$ cat src/rtl/uart_cmd_parser.sv
// ASCII monitor command-line parser: turns r/w/g/q lines from the UART receiver
// into memory read/write strobes, CPU run/stop pulses and hex-dump requests.
module uart_cmd_parser #(
  parameter int ADR_W  = 16,
  parameter int DAT_W  = 32,
  parameter int RD_LAT = 1
) (
  input  logic             clk,
  input  logic             rst_n,
  input  logic [7:0]       rout,
  input  logic             rout_en,
  input  logic             flushing_wq,
  output logic [ADR_W-1:0] mem_adr,
  output logic [DAT_W-1:0] mem_wdata,
  output logic             mem_we,
  output logic             mem_re,
  input  logic [DAT_W-1:0] mem_rdata,
  output logic             rdata_snd_start,
  output logic [31:0]      rdata_snd,
  output logic             crlf_in,
  output logic             cpu_start,
  output logic             cpu_stop,
  output logic [ADR_W-1:0] start_adr,
  output logic             busy
);

  typedef enum logic [2:0] {
    S_IDLE, S_CMD, S_ARG1, S_ARG2, S_ERR, S_EXEC, S_RDWAIT, S_SNDWAIT
  } state_t;

  typedef enum logic [1:0] {OP_R, OP_W, OP_G, OP_Q} op_t;

  state_t           state, state_nxt;
  op_t              op, op_dec;
  logic [ADR_W-1:0] adr_sr;
  logic [DAT_W-1:0] dat_sr;
  logic             dig1, dig2;
  logic [2:0]       cnt;

  logic [7:0] lc;
  logic [3:0] nib;
  logic       is_hex, is_sp, is_cr, is_op, ch_vld;

  logic op_ld, adr_clr, adr_shift, dat_clr, dat_shift;
  logic crlf_nxt, issue, rd_done;

  // NOTE: every signal written in an always_comb gets a default first, so no latch is inferred.
  always_comb begin
    lc = rout;
    if (rout >= 8'h41 && rout <= 8'h5a) lc = rout | 8'h20;
    is_sp  = (rout == 8'h20);
    is_cr  = (rout == 8'h0d);
    is_hex = 1'b1;
    nib    = '0;
    if (lc >= 8'h30 && lc <= 8'h39)      nib = 4'(lc - 8'h30);
    else if (lc >= 8'h61 && lc <= 8'h66) nib = 4'(lc - 8'h57);
    else                                 is_hex = 1'b0;
    is_op  = 1'b1;
    op_dec = OP_R;
    case (lc)
      8'h72:   op_dec = OP_R;
      8'h77:   op_dec = OP_W;
      8'h67:   op_dec = OP_G;
      8'h71:   op_dec = OP_Q;
      default: is_op  = 1'b0;
    endcase
  end

  // LF is invisible to every state; busy states never look at ch_vld.
  assign ch_vld = rout_en && (rout != 8'h0a);
  assign busy   = (state == S_EXEC) || (state == S_RDWAIT) || (state == S_SNDWAIT);

  always_comb begin
    state_nxt = state;
    op_ld     = 1'b0;
    adr_clr   = 1'b0;
    adr_shift = 1'b0;
    dat_clr   = 1'b0;
    dat_shift = 1'b0;
    crlf_nxt  = 1'b0;
    issue     = 1'b0;
    rd_done   = 1'b0;
    unique case (state)
      S_IDLE: if (ch_vld) begin
        if (is_op) begin
          op_ld     = 1'b1;
          state_nxt = S_CMD;
        end else if (is_cr) begin
          crlf_nxt = 1'b1;
        end else if (!is_sp) begin
          state_nxt = S_ERR;
        end
      end
      S_CMD: if (ch_vld) begin
        if (is_sp) begin
          adr_clr   = 1'b1;
          state_nxt = S_ARG1;
        end else if (is_cr && op == OP_Q) begin
          issue     = 1'b1;
          state_nxt = S_EXEC;
        end else if (is_cr) begin
          crlf_nxt  = 1'b1;
          state_nxt = S_IDLE;
        end else begin
          state_nxt = S_ERR;
        end
      end
      S_ARG1: if (ch_vld) begin
        if (is_hex) begin
          adr_shift = 1'b1;
        end else if (is_sp) begin
          if (dig1 && op == OP_W) begin
            dat_clr   = 1'b1;
            state_nxt = S_ARG2;
          end else if (dig1) begin
            state_nxt = S_ERR;
          end
        end else if (is_cr) begin
          // A malformed line still ends at its CR, so the prompt is not lost.
          if (dig1 && (op == OP_R || op == OP_G)) begin
            issue     = 1'b1;
            state_nxt = S_EXEC;
          end else begin
            crlf_nxt  = 1'b1;
            state_nxt = S_IDLE;
          end
        end else begin
          state_nxt = S_ERR;
        end
      end
      S_ARG2: if (ch_vld) begin
        if (is_hex) begin
          dat_shift = 1'b1;
        end else if (is_cr) begin
          if (dig2) begin
            issue     = 1'b1;
            state_nxt = S_EXEC;
          end else begin
            crlf_nxt  = 1'b1;
            state_nxt = S_IDLE;
          end
        end else if (!(is_sp && !dig2)) begin
          state_nxt = S_ERR;
        end
      end
      S_ERR: if (ch_vld && is_cr) begin
        crlf_nxt  = 1'b1;
        state_nxt = S_IDLE;
      end
      S_EXEC:   state_nxt = (op == OP_R) ? S_RDWAIT : S_IDLE;
      S_RDWAIT: if (cnt == 3'd1) begin
        rd_done   = 1'b1;
        state_nxt = S_SNDWAIT;
      end
      S_SNDWAIT: if (flushing_wq) state_nxt = S_IDLE;
    endcase
  end

  // NOTE: clocked state uses non-blocking assignments so every flop sees pre-edge values.
  always_ff @(posedge clk or negedge rst_n) begin
    if (!rst_n) state <= S_IDLE;
    else        state <= state_nxt;
  end

  // Strobes are registered on the edge that enters EXEC, so they are high during the EXEC cycle.
  always_ff @(posedge clk or negedge rst_n) begin
    if (!rst_n) begin
      op              <= OP_R;
      adr_sr          <= '0;
      dat_sr          <= '0;
      dig1            <= 1'b0;
      dig2            <= 1'b0;
      cnt             <= '0;
      mem_adr         <= '0;
      mem_wdata       <= '0;
      mem_we          <= 1'b0;
      mem_re          <= 1'b0;
      rdata_snd_start <= 1'b0;
      rdata_snd       <= '0;
      crlf_in         <= 1'b0;
      cpu_start       <= 1'b0;
      cpu_stop        <= 1'b0;
      start_adr       <= '0;
    end else begin
      if (op_ld) op <= op_dec;
      if (adr_clr) begin
        adr_sr <= '0;
        dig1   <= 1'b0;
      end else if (adr_shift) begin
        adr_sr <= {adr_sr[ADR_W-5:0], nib};
        dig1   <= 1'b1;
      end
      if (dat_clr) begin
        dat_sr <= '0;
        dig2   <= 1'b0;
      end else if (dat_shift) begin
        dat_sr <= {dat_sr[DAT_W-5:0], nib};
        dig2   <= 1'b1;
      end

      mem_we          <= issue && (op == OP_W);
      mem_re          <= issue && (op == OP_R);
      cpu_start       <= issue && (op == OP_G);
      cpu_stop        <= issue && (op == OP_Q);
      crlf_in         <= crlf_nxt || (issue && (op != OP_R));
      rdata_snd_start <= rd_done;

      if (issue && (op == OP_R || op == OP_W)) mem_adr <= adr_sr;
      if (issue && op == OP_W)                 mem_wdata <= dat_sr;
      if (issue && op == OP_G)                 start_adr <= adr_sr;

      if (issue)                  cnt <= 3'(RD_LAT);
      else if (state == S_RDWAIT) cnt <= cnt - 3'd1;
      if (rd_done)                rdata_snd <= mem_rdata;
    end
  end

endmodule

$ cat config.mk
export PLATFORM = sky130hd
export DESIGN_NAME = uart_cmd_parser
export DESIGN_NICKNAME = d
export VERILOG_FILES = /design/src/rtl/uart_cmd_parser.sv
export SDC_FILE = /design/constraint.sdc
export NUM_CORES = 1
export LEC_CHECK = 0
export ABC_AREA = 1
export CELL_PAD_IN_SITES_DETAIL_PLACEMENT = 1
export CELL_PAD_IN_SITES_GLOBAL_PLACEMENT = 2
export CORE_ASPECT_RATIO = 0.6
export CORE_UTILIZATION = 31
export CTS_BUF_LIST = sky130_fd_sc_hd__clkbuf_8 sky130_fd_sc_hd__clkbuf_16
export DETAILED_ROUTE_END_ITERATION = 7
export PLACE_DENSITY = 0.9
export SLEW_MARGIN = 20
export SYNTH_ARGS = -nofsm -noshare
export SYNTH_HDL_FRONTEND = slang
export SYNTH_SLANG_ARGS = --single-unit
$ cat constraint.sdc
create_clock -name clk -period 2.3 [get_ports clk]
set_input_delay 0.69 -clock clk [delete_from_list [all_inputs] [get_ports clk]]
set_output_delay 0.69 -clock clk [all_outputs]
set_load 0.005 [all_outputs]
==> implementation parameters, run 1 <==
Parameter                              Value

Outcome
  Run status ... completed

Floorplan
  I/O Pins ... around 150
  Die extent in y ... around 120 microns
  Placeable core area ... 0.02139 sq mm
  Std-Cell Rows ... 41
  DIE AREA ... 0.02282 sq mm
  Horizontal die dimension ... 194.4 microns
  Starting density of the core ... 32.17%

Timing
  Post-layout minimum cycle time ... 2.216 ns
  Post-Route Setup TNS ... 0 ns
  Clock skew ... 0.008831 ns
  Slew Limit Fails ... 0
  Least-Margin Pin Slew ... between 0.4 and 0.5 ns
  Final hold violation count ... 0
  Final setup violation count ... 0
  Max transition margin ... 68.21%
  Slack of the critical path ... ~0.084 ns
  Achievable Freq ... roughly 450 MHz
  Share of the cycle needed by the critical path after routing ... 96.37%

Placed design
  Last weighted congestion value of the routability-driven placer ... 0.8930
  Pre-CTS WS ... -0.5938 ns
  Port-buffer cells ... 146
  DPL Wire Length ... 13880 microns

Pwr
  Pwr Density ... 619.6 mW/mm^2
  Worst VDD drop ... about 0.46 mV
  Switching Share ... 24.07%
  Share of total power in sequential cells ... a little under half
  Combinational cell fraction of total power ... 7.9%
  Clock power share ... 46.0%
  Total net switching power ... about 1.5 mW
  Cell internal power dissipation ... 4.759 mW
  Reported leakage power ... 5.113 nW
  Total power ... 6.268 mW

Clocking
  TritonCTS clock tree ... done
  Root Buffer Master ... sky130_fd_sc_hd__clkbuf_16
  H-tree depth ... 4
  Number of sinks handled by clock tree synthesis ... 160
  Number of buffers created by CTS ... 17
  CTS clk-pin slew, worst paths ... 0.06 ns
  Clock Path Buffers ... 2
  Clock latency reported for the late side of the worst-skew pair ... 0.42 ns
  Count of hold buffers inserted by post-cts repair ... 0

Logic synthesis
  Share of flip-flops with an asynchronous set or reset after synthesis ... between 90% and 100%
  Mux share of post-synthesis cell area ... between 5 and 6%
  Cell taking the most area after synthesis ... sky130_fd_sc_hd__dfrtp_1
  Most used DFF post-synth ... sky130_fd_sc_hd__dfrtp_1
  Post-synthesis sequential element count ... 160
  Combinational family with the most area after synthesis ... simple AND/OR/NAND/NOR gates
  Synthesized instance count ... 751
  Syn Area/Cell ... 9.163 sq um
  Adder-cell area share of the yosys netlist ... 1.091%
  Dominant cell by count in the synthesized netlist ... sky130_fd_sc_hd__nand2_1
  Post-synthesis net count ... 801
  Number of enable flip-flop cells after synthesis ... 0
  Simple-gate portion of the synthesized area ... 25.07%
  Xor/xnor cell area share of the yosys netlist ... less than 1%
  Post-synthesis compound-gate area fraction ... under 10%
  Post-synth top area share ... 58.18%
  Top cells by instance count after synthesis ... sky130_fd_sc_hd__nand2_1, sky130_fd_sc_hd__dfrtp_1, sky130_fd_sc_hd__nand3_1, sky130_fd_sc_hd__inv_1, sky130_fd_sc_hd__mux2_2
  Count of synthesis-stage warnings from yosys ... 0
  Distinct cell type count after synthesis ... 39
  Sequential-to-total area share from yosys stat ... 58.18%
  Synth Cell Area ... 0.006882 sq mm
  Top post-synthesis cells by area ... sky130_fd_sc_hd__dfrtp_1, sky130_fd_sc_hd__nand2_1, sky130_fd_sc_hd__nand3_1

GRT
  Antenna violations before repair ... 0
  Total routing resource utilization after global routing ... 17.81%
  Via count of the first global-routing pass ... 6092
  First-pass GRT wire length ... 32510 microns
  Overflow left after global routing ... 0
  Maximum number of pins on one net before global-route repair ... 48

Drt
  Final wirelength ... 20920 microns
  Routed Antenna Nets ... 0
  Routed len/inst ... 16.66 microns
  Per-cell via count in the routed design ... roughly 4.7
  DR pass1 iterations ... 5
  Violation count after the first detailed-routing iteration ... 238
  Vias after detailed routing ... 5891
  Drc violations ... 0

Finish
  Share of the core filled with cells in the final layout ... between 40% and 50%
  Fraction of final layout cells with drive strength greater than 1 ... 19.34%
  Layout area overhead ... 47.02%
  Net count, final ... ~1000
  Count of antenna diodes in the layout ... 0
  Fill cell total of the finished layout ... between 2000 and 2500

Setup path
  Path depth of the worst reg2reg path ... 11
  Kind of end point of the critical path ... primary output
  Startpoint type of the worst setup path ... flop
  Worst path arrival time ... ~1.5 ns
  Largest fanout on the critical path ... 6
  Setup CP Type ... flop to primary output
  Data required time at the worst endpoint ... between 1.5 and 2 ns

Worst hold path
  Type of the tightest min-delay check ... primary input to async pin

Flow run
  Max-cap viol count ... 0
==> repair_timing <==
action / in CTS / in global routing
cloned: 1 / 8
pin swaps: 2 / 9
gates resized for setup: 19 / 33
endpoints found under the setup margin: 119 / 120
setup buffers: 1 / 5
==> power groups by stage <==
stage	sequential, mW	clock [mW]	combinational, mW
after CTS	2.88	2.98	0.481
after global placement	2.93	0	0.452
after floorplan	2.93	0	0.204
final	2.89	2.89	0.492
after global routing	2.89	3.08	0.555
after detailed placement	2.94	0	0.463
==> stage by stage <==
step	hold WS, ns	cells	instance area, sq um
floorplan	0.3944	751	6882
finish	0.2040	1256	10120
CTS	0.2076	1243	9792
global placement	0.4664	1209	9117
detailed placement	0.4661	1209	9117
global route	0.2353	1256	10120
==> worst max-delay path: stages, from the launching register on <==
cell                              delay, ns
sky130_fd_sc_hd__dfrtp_2               0.44
sky130_fd_sc_hd__nor2_4                0.06
sky130_fd_sc_hd__nor2_4                0.10
sky130_fd_sc_hd__clkdlybuf4s50_1       0.51
==> layout by cell type, fill, tap and decap left out, types with 3 or more instances in the layout <==
cell type and count:
sky130_fd_sc_hd__clkdlybuf4s50_1 137, sky130_fd_sc_hd__buf_12 10, sky130_fd_sc_hd__o21ai_1 24, sky130_fd_sc_hd__inv_6 3
sky130_fd_sc_hd__nor2_4 3, sky130_fd_sc_hd__nand3_1 69, sky130_fd_sc_hd__mux2_2 29, sky130_fd_sc_hd__nand2_2 5
sky130_fd_sc_hd__clkinv_2 5, sky130_fd_sc_hd__a21oi_1 5, sky130_fd_sc_hd__inv_2 9, sky130_fd_sc_hd__dlymetal6s2s_1 6
sky130_fd_sc_hd__nor3_1 7, sky130_fd_sc_hd__nand2_1 277, sky130_fd_sc_hd__ha_1 4, sky130_fd_sc_hd__bufinv_16 3
sky130_fd_sc_hd__buf_6 3, sky130_fd_sc_hd__clkbuf_16 24, sky130_fd_sc_hd__mux2_1 3, sky130_fd_sc_hd__inv_1 46
sky130_fd_sc_hd__nor3_2 3, sky130_fd_sc_hd__nand3_2 5, sky130_fd_sc_hd__nor2_2 6, sky130_fd_sc_hd__inv_4 4
sky130_fd_sc_hd__buf_4 57, sky130_fd_sc_hd__o21ai_0 20, sky130_fd_sc_hd__dfrtp_1 159, sky130_fd_sc_hd__nand2_4 3
sky130_fd_sc_hd__nor2_1 21
==> worst paths after layout <==
path                            start  slack (ns)       endpoint
setup / recovery             state[1]        0.08           busy
hold / removal                  rst_n        0.20  rdata_snd[24]
setup reg to reg             state[0]        0.20   start_adr[5]
hold reg to reg            dat_sr[30]        0.48  mem_wdata[30]
max in group asynchronous       rst_n        1.43     mem_adr[8]
min in group clk           dat_sr[30]        0.48  mem_wdata[30]
==> state kept, by name, indices dropped and copies added, names as in the netlist <==
signal and count:
mem_wdata 32, mem_we 1, dat_sr 32, cpu_stop 1, crlf_in 1, adr_sr 16, rdata_snd 32, dig1 1
state 3, cpu_start 1, dig2 1, rdata_snd_start 1, start_adr 16, op 2, mem_adr 16, mem_re 1
cnt 3
==> logic make-up after synthesis <==
kind of cell             after synthesis
multiplexers                          32
flip-flops                           160
adder cells (fa/ha/maj)                6
AND/OR/NAND/NOR                      407
XOR/XNOR                               2
AO/OA/AOI/OAI                         56
buffers and inverters                 88
==> layout make-up <==
class	instances	area, sq um	share of cell area [%]
Clock buffer	17	425.4	4.205
Clock inverter	15	167.7	1.657
Inverter	59	245.2	2.424
Multi-Input combinational cell	503	2595	25.65
Sequential cell	160	4005	39.59
Tap cell	279	349.1	3.450
Timing Repair Buffer	223	2330	23.03
==> routing by layer <==
layer / GRT usage [%] / share of wire [%] / vias up
met5: 0 / 0 / -
met4: 4.167 / 0.67 / 0
met3: 4.515 / 5.1 / 11
met2: 25.36 / 42 / 169
met1: 26.76 / 52 / 2883
li1: - / - / 2828
(Power assumes the default switching activity.)
==> run 2: changes to the inputs <==
Settings changed: REMOVE_ABC_BUFFERS set to 1.
==> run 2 against run 1 <==
Compared with the run above: first-iteration DRC count grew 12%; critical path type unchanged; highest routed layer unchanged; combinational power hardly changed; worst hold slack got worse by 0.024 ns; sequential power is essentially flat; clock power is 2% higher; non-clock buffer count grew 8; die area is the same; sequential share of layout area shrank 0.38 points; critical path depth stayed put; power is 1.3% higher; via count is 0.75% higher.
==> implementation parameters, run 2 (synthesized netlist as in run 1, its figures left out) <==
Parameter                              Value

Drt
  Vias after detailed routing ... 5935
  Drc violations ... 0
  Routed len/inst ... approximately 17 microns
  Violation count after the first detailed-routing iteration ... roughly 270
  DR WL met3 ... 936 microns
  Per-cell via count in the routed design ... about 4.7
  Top metal layer carrying routed signals ... met4
  Metal2 WL ... 9534 microns
  Detailed-route wire length on metal 1 ... 11020 microns
  Routed Antenna Nets ... 0
  DR pass1 iterations ... 4
  Final wirelength ... 21660 microns

Clocking
  H-tree depth ... 4
  Count of hold buffers inserted by post-cts repair ... 0
  CTS clk-pin slew, worst paths ... 0.07 ns
  Number of buffers created by CTS ... 17
  Root Buffer Master ... sky130_fd_sc_hd__clkbuf_16
  TritonCTS clock tree ... done
  Number of sinks handled by clock tree synthesis ... 160
  Clock Path Buffers ... 2
  Clock latency reported for the late side of the worst-skew pair ... approximately 0.43 ns

Outcome
  Run status ... completed

Floorplan
  Starting density of the core ... 32.17%
  Horizontal die dimension ... 194.4 microns
  I/O Pins ... 147
  Placeable core area ... 0.02139 sq mm
  DIE AREA ... 0.02282 sq mm
  Die extent in y ... 117.4 microns
  Std-Cell Rows ... 41

Setup path
  Data required time at the worst endpoint ... about 1.6 ns
  Max incr delay on CP ... 0.44 ns
  Highest-delay cell along the critical path ... sky130_fd_sc_hd__clkdlybuf4s50_1
  Worst path arrival time ... approximately 1.6 ns
  Largest fanout on the critical path ... 3
  Startpoint type of the worst setup path ... flop
  Critical-path cell list ... nor2_2, nor2_4, clkdlybuf4s50_1
  Setup CP Type ... flop to primary output
  Kind of end point of the critical path ... primary output

Placed design
  Total instance count after detailed placement ... 1206
  DPL Wire Length ... 14390 microns
  Last weighted congestion value of the routability-driven placer ... 0.8539
  Port-buffer cells ... 146

Finish
  Final instance count without filler cells ... 1263
  Most common cell after layout, fill and taps aside ... sky130_fd_sc_hd__nand2_1
  Fraction of final layout cells with drive strength greater than 1 ... 20.93%
  Net count, final ... 1022
  Share of the core filled with cells in the final layout ... 47.78%
  Fill cell total of the finished layout ... 2447
  Count of antenna diodes in the layout ... 0
  Most used cells in the layout excluding fill and tap cells ... sky130_fd_sc_hd__nand2_1, sky130_fd_sc_hd__dfrtp_1, sky130_fd_sc_hd__clkdlybuf4s50_1
  Registers with the highest flip-flop counts ... dat_sr: 32 flops, mem_wdata: 32 flops, rdata_snd: 32 flops
  Layout area overhead ... 48.53%

Timing
  Max transition margin ... 66.47%
  Final hold violation count ... 0
  Clock skew ... ~0.013 ns
  Share of the cycle needed by the critical path after routing ... 98.52%
  Achievable Freq ... 441.3 MHz
  Slew Limit Fails ... 0
  Least-Margin Pin Slew ... between 0.4 and 0.5 ns
  Worst hold slack ... 0.1804 ns
  Post-layout minimum cycle time ... 2.266 ns
  Final setup violation count ... 0

GRT
  Total routing resource utilization after global routing ... 18.58%
  Maximum number of pins on one net before global-route repair ... between 40 and 50
  First-pass GRT wire length ... between 30000 and 40000 microns
  Antenna violations before repair ... 0
  Overflow left after global routing ... 0
  Via count of the first global-routing pass ... 6111

Pwr
  Reported leakage power ... 5.107 nW
  Pwr Density ... around 620 mW/mm^2
  Total power ... 6.351 mW
  Worst VDD drop ... 0.4935 mV

Flow run
  Max-cap viol count ... 0

Worst hold path
  Type of the tightest min-delay check ... primary input to async pin
[run 2: changes by cell type in the layout (fill, tap and decap cells not counted), moves of 3 or more]
cell / previous run / this run
sky130_fd_sc_hd__nand2_2: 5 / 12
sky130_fd_sc_hd__nand2_1: 277 / 271
sky130_fd_sc_hd__buf_4: 57 / 62
sky130_fd_sc_hd__nor2_4: 3 / 7
sky130_fd_sc_hd__buf_6: 3 / 6
sky130_fd_sc_hd__clkbuf_16: 24 / 21
sky130_fd_sc_hd__clkinv_2: 5 / 2
sky130_fd_sc_hd__inv_6: 3 / 0
sky130_fd_sc_hd__nor2_2: 6 / 3
[run 2: metal layers]
layer	track usage, %	up-vias
li1	-	2836
met1	27.17	2946
met2	27.38	137
met3	5.062	16
met4	3.671	0
met5	0	-
[run 2: final timing paths]
check | cells past startpoint | end | slack (ns) | startpoint
max in group asynchronous | 2 | rdata_snd[1] | 1.46 | rst_n
max | 3 | busy | 0.03 | state[0]
min reg2reg | 2 | mem_wdata[29] | 0.48 | dat_sr[29]
min | 1 | rdata_snd[8] | 0.18 | rst_n
min in group clk | 2 | mem_wdata[29] | 0.48 | dat_sr[29]
max reg2reg | 13 | mem_wdata[15] | 0.17 | state[0]
[run 2: timing repair]
item | in CTS | in global routing
pin swaps | 6 | 12
endpoints found under the hold margin | 0 | 0
cloned | 1 | 5
resized for setup | 32 | 38
endpoints found under the setup margin | 102 | 100
buffers inserted | 6 | 14
[run 2: stage by stage]
stage	instance area (sq um)	setup TNS, ns	setup slack, ns
after detailed placement	9120	-64.96	-0.6462
after floorplan	6710	-14.30	-0.4765
after global routing	10220	-0.1006	-0.02977
after global placement	9120	-56.07	-0.5025
final	10220	0	0.03414
after CTS	9892	0	0.001379
[run 2: report_power, final]
group | internal (mW) | switching (mW) | total (mW)
Sequential | 2.86 | 0.0377 | 2.89
Clock | 1.79 | 1.17 | 2.96
Combinational | 0.205 | 0.290 | 0.495
[run 2: cell type report]
type	instances	area, sq um	share of cell area (%)
multi-input combinational	503	2634	25.77
clock buffer	17	425.4	4.162
clock inverter	14	177.7	1.738
inverter	59	249.0	2.436
tap	279	349.1	3.415
sequential	160	4008	39.21
timing repair buffer	231	2379	23.27
[run 2: critical path, delay by kind of cell, from the launching register on]
family	cells	cell delay (ns)
simple gates	2	0.28
flops	1	0.42
buf+inv	1	0.44
